<file path="src/rtl/ram_stream_reader_pkg.sv">
// rtl/ram_stream_reader_pkg.sv - shared state encoding and buffer constants for the RAM stream reader
package ram_stream_reader_pkg;

    typedef enum logic [1:0] {
        ST_IDLE  = 2'd0,
        ST_ISSUE = 2'd1,
        ST_DRAIN = 2'd2
    } state_t;

    // Output buffer depth; also the cap on buffered words plus reads in flight.
    localparam int FIFO_DEPTH = 4;
    localparam int FIFO_PW    = $clog2(FIFO_DEPTH);
    localparam int FIFO_CW    = FIFO_PW + 1;

endpackage

</file>
<file path="src/rtl/stream_out_fifo.sv">
// rtl/stream_out_fifo.sv - 4-entry synchronous FIFO carrying {last, data} for the output stream
module stream_out_fifo
    import ram_stream_reader_pkg::*;
#(
    parameter int WIDTH = 8
) (
    input  logic               clk,
    input  logic               rst_n,
    input  logic               i_s_tvalid,
    input  logic [WIDTH:0]     i_s_tdata,
    output logic               o_m_tvalid,
    output logic [WIDTH:0]     o_m_tdata,
    input  logic               i_m_tready,
    output logic [FIFO_CW-1:0] o_count
);

    logic [WIDTH:0]       r_mem [FIFO_DEPTH];
    logic [FIFO_PW-1:0]   r_wr_ptr;
    logic [FIFO_PW-1:0]   r_rd_ptr;
    logic [FIFO_CW-1:0]   r_count;
    logic                 w_push;
    logic                 w_pop;

    assign o_m_tvalid = (r_count != '0);
    assign w_pop      = o_m_tvalid & i_m_tready;
    // The producer never over-commits, but a full buffer still refuses a push without a pop.
    assign w_push     = i_s_tvalid & ((r_count < FIFO_CW'(FIFO_DEPTH)) | w_pop);
    // Head is masked while empty so data and last read as zero between bursts.
    assign o_m_tdata  = o_m_tvalid ? r_mem[r_rd_ptr] : '0;
    assign o_count    = r_count;

    // Storage array: contents are only observed through the masked head, so no reset.
    always_ff @(posedge clk) begin
        if (w_push) begin
            r_mem[r_wr_ptr] <= i_s_tdata;
        end
    end

    // Pointers and occupancy; pointers wrap naturally at the power-of-two depth.
    always_ff @(posedge clk or negedge rst_n) begin
        if (!rst_n) begin
            r_wr_ptr <= '0;
            r_rd_ptr <= '0;
            r_count  <= '0;
        end else begin
            if (w_push) begin
                r_wr_ptr <= r_wr_ptr + FIFO_PW'(1);
            end
            if (w_pop) begin
                r_rd_ptr <= r_rd_ptr + FIFO_PW'(1);
            end
            case ({w_push, w_pop})
                2'b10:   r_count <= r_count + FIFO_CW'(1);
                2'b01:   r_count <= r_count - FIFO_CW'(1);
                default: r_count <= r_count;
            endcase
        end
    end

endmodule

</file>
<file path="src/rtl/ram_stream_reader.sv">
// rtl/ram_stream_reader.sv - burst reader turning RAM reads into a ready/valid stream with last and done
module ram_stream_reader
    import ram_stream_reader_pkg::*;
#(
    parameter int  WIDTH   = 8,
    parameter int  ENTRIES = 8,
    localparam int AW      = $clog2(ENTRIES)
) (
    input  logic             clk,
    input  logic             rst_n,
    input  logic [AW-1:0]    cmd_addr,
    input  logic [AW:0]      cmd_len,
    input  logic             cmd_valid,
    output logic             cmd_ready,
    output logic [AW-1:0]    raddr,
    input  logic [WIDTH-1:0] rdata,
    output logic [WIDTH-1:0] out_data,
    output logic             out_valid,
    input  logic             out_ready,
    output logic             out_last,
    output logic             busy,
    output logic             done
);

    localparam logic [AW-1:0] LAST_ADDR = AW'(ENTRIES - 1);
    localparam logic [AW-1:0] ADDR_ONE  = AW'(1);
    localparam logic [AW:0]   LEN_ONE   = (AW + 1)'(1);

    state_t               r_state;
    logic [AW-1:0]        r_raddr;
    logic [AW:0]          r_left;
    logic                 r_v1;
    logic                 r_l1;
    logic                 r_v2;
    logic                 r_l2;
    logic                 r_done;

    logic                 w_accept;
    logic [AW-1:0]        w_next_addr;
    logic [FIFO_CW:0]     w_occ;
    logic                 w_can_issue;
    logic                 w_fifo_valid;
    logic [WIDTH:0]       w_fifo_data;
    logic [FIFO_CW-1:0]   w_fifo_count;
    logic                 w_pop;
    logic                 w_last_pop;

    assign w_accept    = cmd_valid & (r_state == ST_IDLE);
    assign w_next_addr = (r_raddr == LAST_ADDR) ? '0 : r_raddr + ADDR_ONE;
    // r_v1: raddr presented this cycle; r_v2: rdata for it on the bus this cycle.
    assign w_occ       = {1'b0, w_fifo_count} + {{FIFO_CW{1'b0}}, r_v1} + {{FIFO_CW{1'b0}}, r_v2};
    assign w_can_issue = (w_occ < (FIFO_CW + 1)'(FIFO_DEPTH));
    assign w_pop       = w_fifo_valid & out_ready;
    assign w_last_pop  = w_pop & w_fifo_data[WIDTH];

    // Command acceptance, read issue and burst sequencing. The first read goes out
    // on the accepting edge so raddr equals cmd_addr in the following cycle.
    always_ff @(posedge clk or negedge rst_n) begin
        if (!rst_n) begin
            r_state <= ST_IDLE;
            r_raddr <= '0;
            r_left  <= '0;
            r_v1    <= 1'b0;
            r_l1    <= 1'b0;
            r_done  <= 1'b0;
        end else begin
            r_v1   <= 1'b0;
            r_l1   <= 1'b0;
            r_done <= 1'b0;
            case (r_state)
                ST_IDLE: begin
                    if (w_accept) begin
                        if (cmd_len == '0) begin
                            r_done <= 1'b1;
                        end else begin
                            r_raddr <= cmd_addr;
                            r_v1    <= 1'b1;
                            r_left  <= cmd_len - LEN_ONE;
                            if (cmd_len == LEN_ONE) begin
                                r_l1    <= 1'b1;
                                r_state <= ST_DRAIN;
                            end else begin
                                r_state <= ST_ISSUE;
                            end
                        end
                    end
                end
                ST_ISSUE: begin
                    if (w_can_issue) begin
                        r_raddr <= w_next_addr;
                        r_v1    <= 1'b1;
                        r_left  <= r_left - LEN_ONE;
                        if (r_left == LEN_ONE) begin
                            r_l1    <= 1'b1;
                            r_state <= ST_DRAIN;
                        end
                    end
                end
                ST_DRAIN: begin
                    if (w_last_pop) begin
                        r_state <= ST_IDLE;
                        r_done  <= 1'b1;
                    end
                end
                default: r_state <= ST_IDLE;
            endcase
        end
    end

    // Delay the valid/last tags one more cycle to line up with the RAM read data.
    always_ff @(posedge clk or negedge rst_n) begin
        if (!rst_n) begin
            r_v2 <= 1'b0;
            r_l2 <= 1'b0;
        end else begin
            r_v2 <= r_v1;
            r_l2 <= r_l1;
        end
    end

    stream_out_fifo #(
        .WIDTH(WIDTH)
    ) u_fifo (
        .clk        (clk),
        .rst_n      (rst_n),
        .i_s_tvalid (r_v2),
        .i_s_tdata  ({r_l2, rdata}),
        .o_m_tvalid (w_fifo_valid),
        .o_m_tdata  (w_fifo_data),
        .i_m_tready (out_ready),
        .o_count    (w_fifo_count)
    );

    assign cmd_ready = (r_state == ST_IDLE);
    assign busy      = (r_state != ST_IDLE);
    assign done      = r_done;
    assign raddr     = r_raddr;
    assign out_valid = w_fifo_valid;
    assign out_data  = w_fifo_data[WIDTH-1:0];
    assign out_last  = w_fifo_data[WIDTH];

endmodule

</file>
<file path="config.mk">
export PLATFORM = sky130hd
export DESIGN_NAME = ram_stream_reader
export DESIGN_NICKNAME = d
export VERILOG_FILES = /design/src/rtl/ram_stream_reader_pkg.sv /design/src/rtl/stream_out_fifo.sv /design/src/rtl/ram_stream_reader.sv
export SDC_FILE = /design/constraint.sdc
export NUM_CORES = 1
export LEC_CHECK = 0
export CORE_UTILIZATION = 54
export CTS_CLUSTER_DIAMETER = 50
export DETAILED_ROUTE_END_ITERATION = 12
export PLACE_DENSITY = 0.83
export SLEW_MARGIN = 0
export SYNTH_ARGS = -nofsm -noshare
export SYNTH_HDL_FRONTEND = slang
export SYNTH_SLANG_ARGS = --single-unit
</file>
<file path="constraint.sdc">
create_clock -name clk -period 2.6 [get_ports clk]
set_input_delay 0.26 -clock clk [delete_from_list [all_inputs] [get_ports clk]]
set_output_delay 0.26 -clock clk [all_outputs]
set_load 0.01 [all_outputs]
</file>
==> flow_metrics.tcl, run 1 <==
set metrics [dict create \
    htree_num_levels 3 \
    grt.busiest_layer "met2" \
    total_power_w 0.00366 \
    grt_pass1_wl_um 7190 \
    yosysTopAreaCellShare 0.411 \
    drv_slew 0 \
    fill_cells 318 \
    cp-start-kind "flop" \
    final_layout_size_suffix_gt1_frac 0.145 \
    cts.hold.buffers_added 0 \
    postCtsSetupBuffers 0 \
    drt_iter0_drc 82 \
    met1_usage 0.249 \
    cts.reportedPaths.clkPinSlew_ns 0.06 \
    slew_headroom 0.664 \
    fp.dieW_um 71.8 \
    crit_type "flop to primary output" \
    arrival_ns 2.12 \
    fin_setup_tns_ns 0 \
    status "finished, final reports clean" \
    hp-class "primary input to async pin" \
    antenna_found_initial 0 \
    gp_congestion 0.703 \
    cts.sinks 57 \
    synth-seq-cells 57 \
    drtAntennaViolNets 0 \
    dp_hpwl_um 3240 \
    synth-seq-area-share 0.611 \
    core_area_um2 4690 \
    viasPerCell 5.40 \
    nets 255 \
    leakagePower_nw 1.24 \
    min_period_over_period 0.917 \
    synth.top_cells.by_area "edfxtp_1 (41%), dfrtp_1 (20%), mux4_2 (7.7%), ha_1 (6.2%), and2_1 (3.3%)" \
    power_density_nw_per_um2 1150 \
    ys_types 38 \
    die_h_um 71.8 \
    dpl_cell_area_um2 3030 \
    min_period_ns 2.38 \
    cts_buffer_depth 2 \
    critPathMaxFanout 10 \
    grt_max_degree 22 \
    hold_violations 0 \
    max_freq_mhz 419 \
    place_ws_ns 0.439 \
    die_area_um2 5150 \
    ys_warn_count 0 \
    drt_first_pass_iters 4 \
    synthToLayoutAreaGrowth_pct 21.0 \
    use_met2 0.311 \
    setup-violations-final 0 \
    avgSynthCellArea_um2 14.6 \
    gr-total-overflow 0 \
    r2r_setup_slack_ns 0.57 \
    grt_pass1_vias 1489 \
    finalInstanceArea_um2 3180 \
    drc_errors 0 \
    cts-root-buf "clkbuf_8" \
    wirelength_um 4510 \
    initial_core_util 0.561 \
    synth_cells 180 \
    antenna_cells 0 \
    worstPathRequired_ns 2.34 \
    port_buffers 34 \
    worst_slew_pin_slew_ns 0.492 \
    final.setup_skew_ns 0.00969 \
    wl_per_cell_um 16.0 \
    num_rows 25 \
    fin_util 0.678 \
    rsz0062_at_grt "no" \
    grt_usage 0.198 \
    syn-num-nets 213 \
    vias 1518 \
    netlist_area_um2 2630 \
    clock_latency_ns 0.33 \
    met3_usage 0.0872 \
    maxCapViolCount 0 \
    cts_tree "done" \
    setup_slack_ns 0.216 \
    ioPinCount 35 \
    yosys.area.top_type "edfxtp_1" \
    ir_drop_mv 0.720 \
    cts_resized 0 \
    end_kind "primary output" \
    numCtsBuffers 9 \
]
==> through the flow <==
stage	hold slack (ns)	std cells
CTS	0.275	281
detailed placement	0.346	265
floorplan	-0.0356	180
global placement	0.335	265
finish	0.265	281
global route	0.285	281
==> report_power, final <==
part | internal, W | switching (W) | total, W
Sequential | 0.00123 | 0.000175 | 0.00141
Combinational | 0.000872 | 0.000722 | 0.00159
Clock | 0.000338 | 0.000322 | 0.000660
Total | 0.00244 | 0.00122 | 0.00366
==> final cells by class <==
type	instances	area (um2)	share of cell area
tap	54	67.6	0.0212
timing repair buffer	37	363	0.114
clock inverter	4	20.0	0.00629
multi-input combinational	105	946	0.297
sequential	57	1610	0.505
inverter	12	45.0	0.0142
clock buffer	12	135	0.0425
==> metal layers <==
metal  vias up  wire length, um
met4         0               55
met2        32             2230
met5         -                0
met1       746             2020
li1        733                -
met3         7              194
==> synthesized netlist by cell type <==
cell       instances
a2111oi_0          1
a211o_4            1
a21o_1             1
a21oi_1            2
a2bb2oi_1          1
and2_1            14
and2b_2            1
and3_1             1
buf_2              2
buf_6              1
clkbuf_1           3
dfrtp_1           21
edfxtp_1          36
fa_1               1
ha_1              13
inv_1             12
mux2_2             1
mux2_4             3
mux2i_1            1
mux4_2             9
nand2_1           17
nand2_4            1
nand2b_1           3
nand3_1            3
nand3_4            1
nor2_1             5
nor3_1             2
o21a_1             1
o21ai_0            6
o221ai_1           2
o22ai_1            1
o2bb2a_4           1
o31ai_1            1
or2b_1             1
or3_1              1
or3b_4             1
xnor2_1            4
xor2_1             4
==> final timing paths <==
path | start | end | cells after the start
worst max-delay path | u_fifo.r_rd_ptr[0] | out_last | 4
worst min-delay path | rst_n | raddr[1] | 2
worst max register to register | u_fifo.o_count[1] | u_fifo.o_count[1] | 6
worst min register to register | r_l1 | r_l2 | 0
max in group asynchronous | rst_n | u_fifo.o_count[2] | 2
min in group clk | r_l1 | r_l2 | 0
==> layout by cell type, fill, tap and decap left out, types with 2 or more instances in the layout <==
| master | instances |
|---|---|
| xor2_1 | 4 |
| and2_1 | 14 |
| o21ai_0 | 6 |
| inv_1 | 12 |
| nand2_1 | 17 |
| ha_1 | 13 |
| clkdlybuf4s50_1 | 34 |
| nand3_1 | 3 |
| clkbuf_8 | 9 |
| nor3_1 | 2 |
| mux2_4 | 3 |
| clkinv_1 | 2 |
| nor2_1 | 5 |
| a21oi_1 | 2 |
| clkbuf_1 | 3 |
| buf_4 | 3 |
| dfrtp_1 | 21 |
| xnor2_1 | 4 |
| edfxtp_1 | 36 |
| o221ai_1 | 2 |
| nand2b_1 | 3 |
| mux4_2 | 9 |
==> sequential cells by signal, indices dropped and copies added (netlist names) <==
register	cells
u_fifo.r_mem	36
r_left	4
raddr	3
u_fifo.o_count	3
r_state	2
u_fifo.r_rd_ptr	2
u_fifo.r_wr_ptr	2
done	1
r_l1	1
r_l2	1
r_v1	1
r_v2	1
==> worst max-delay path, cell delays in order (launching register included) <==
cell             delay (ns)
dfrtp_1                0.36
buf_4                  0.23
mux4_2                 0.56
and2_1                 0.18
clkdlybuf4s50_1        0.47
==> logic make-up after synthesis <==
group / synth area share
AOI/OAI and AO/OA: 0.0538
xor gates and xnor gates: 0.0266
adders and majority gates: 0.0695
buffers and inverters: 0.0295
DFF: 0.611
muxes: 0.102
and+or+nand+nor: 0.108
Note: power is estimated with default switching activity, not from simulation.
==> run 2, diff against run 1 <==
--- a/config.mk
+++ b/config.mk
@@ -6,7 +6,7 @@
 export NUM_CORES = 1
 export LEC_CHECK = 0
 export CORE_UTILIZATION = 54
-export CTS_CLUSTER_DIAMETER = 50
+export CTS_CLUSTER_DIAMETER = 120
 export DETAILED_ROUTE_END_ITERATION = 12
 export PLACE_DENSITY = 0.83
 export SLEW_MARGIN = 0
==> results of run 2 <==
Same layout as run 1: the final DEF is identical, and so are final timing and power.
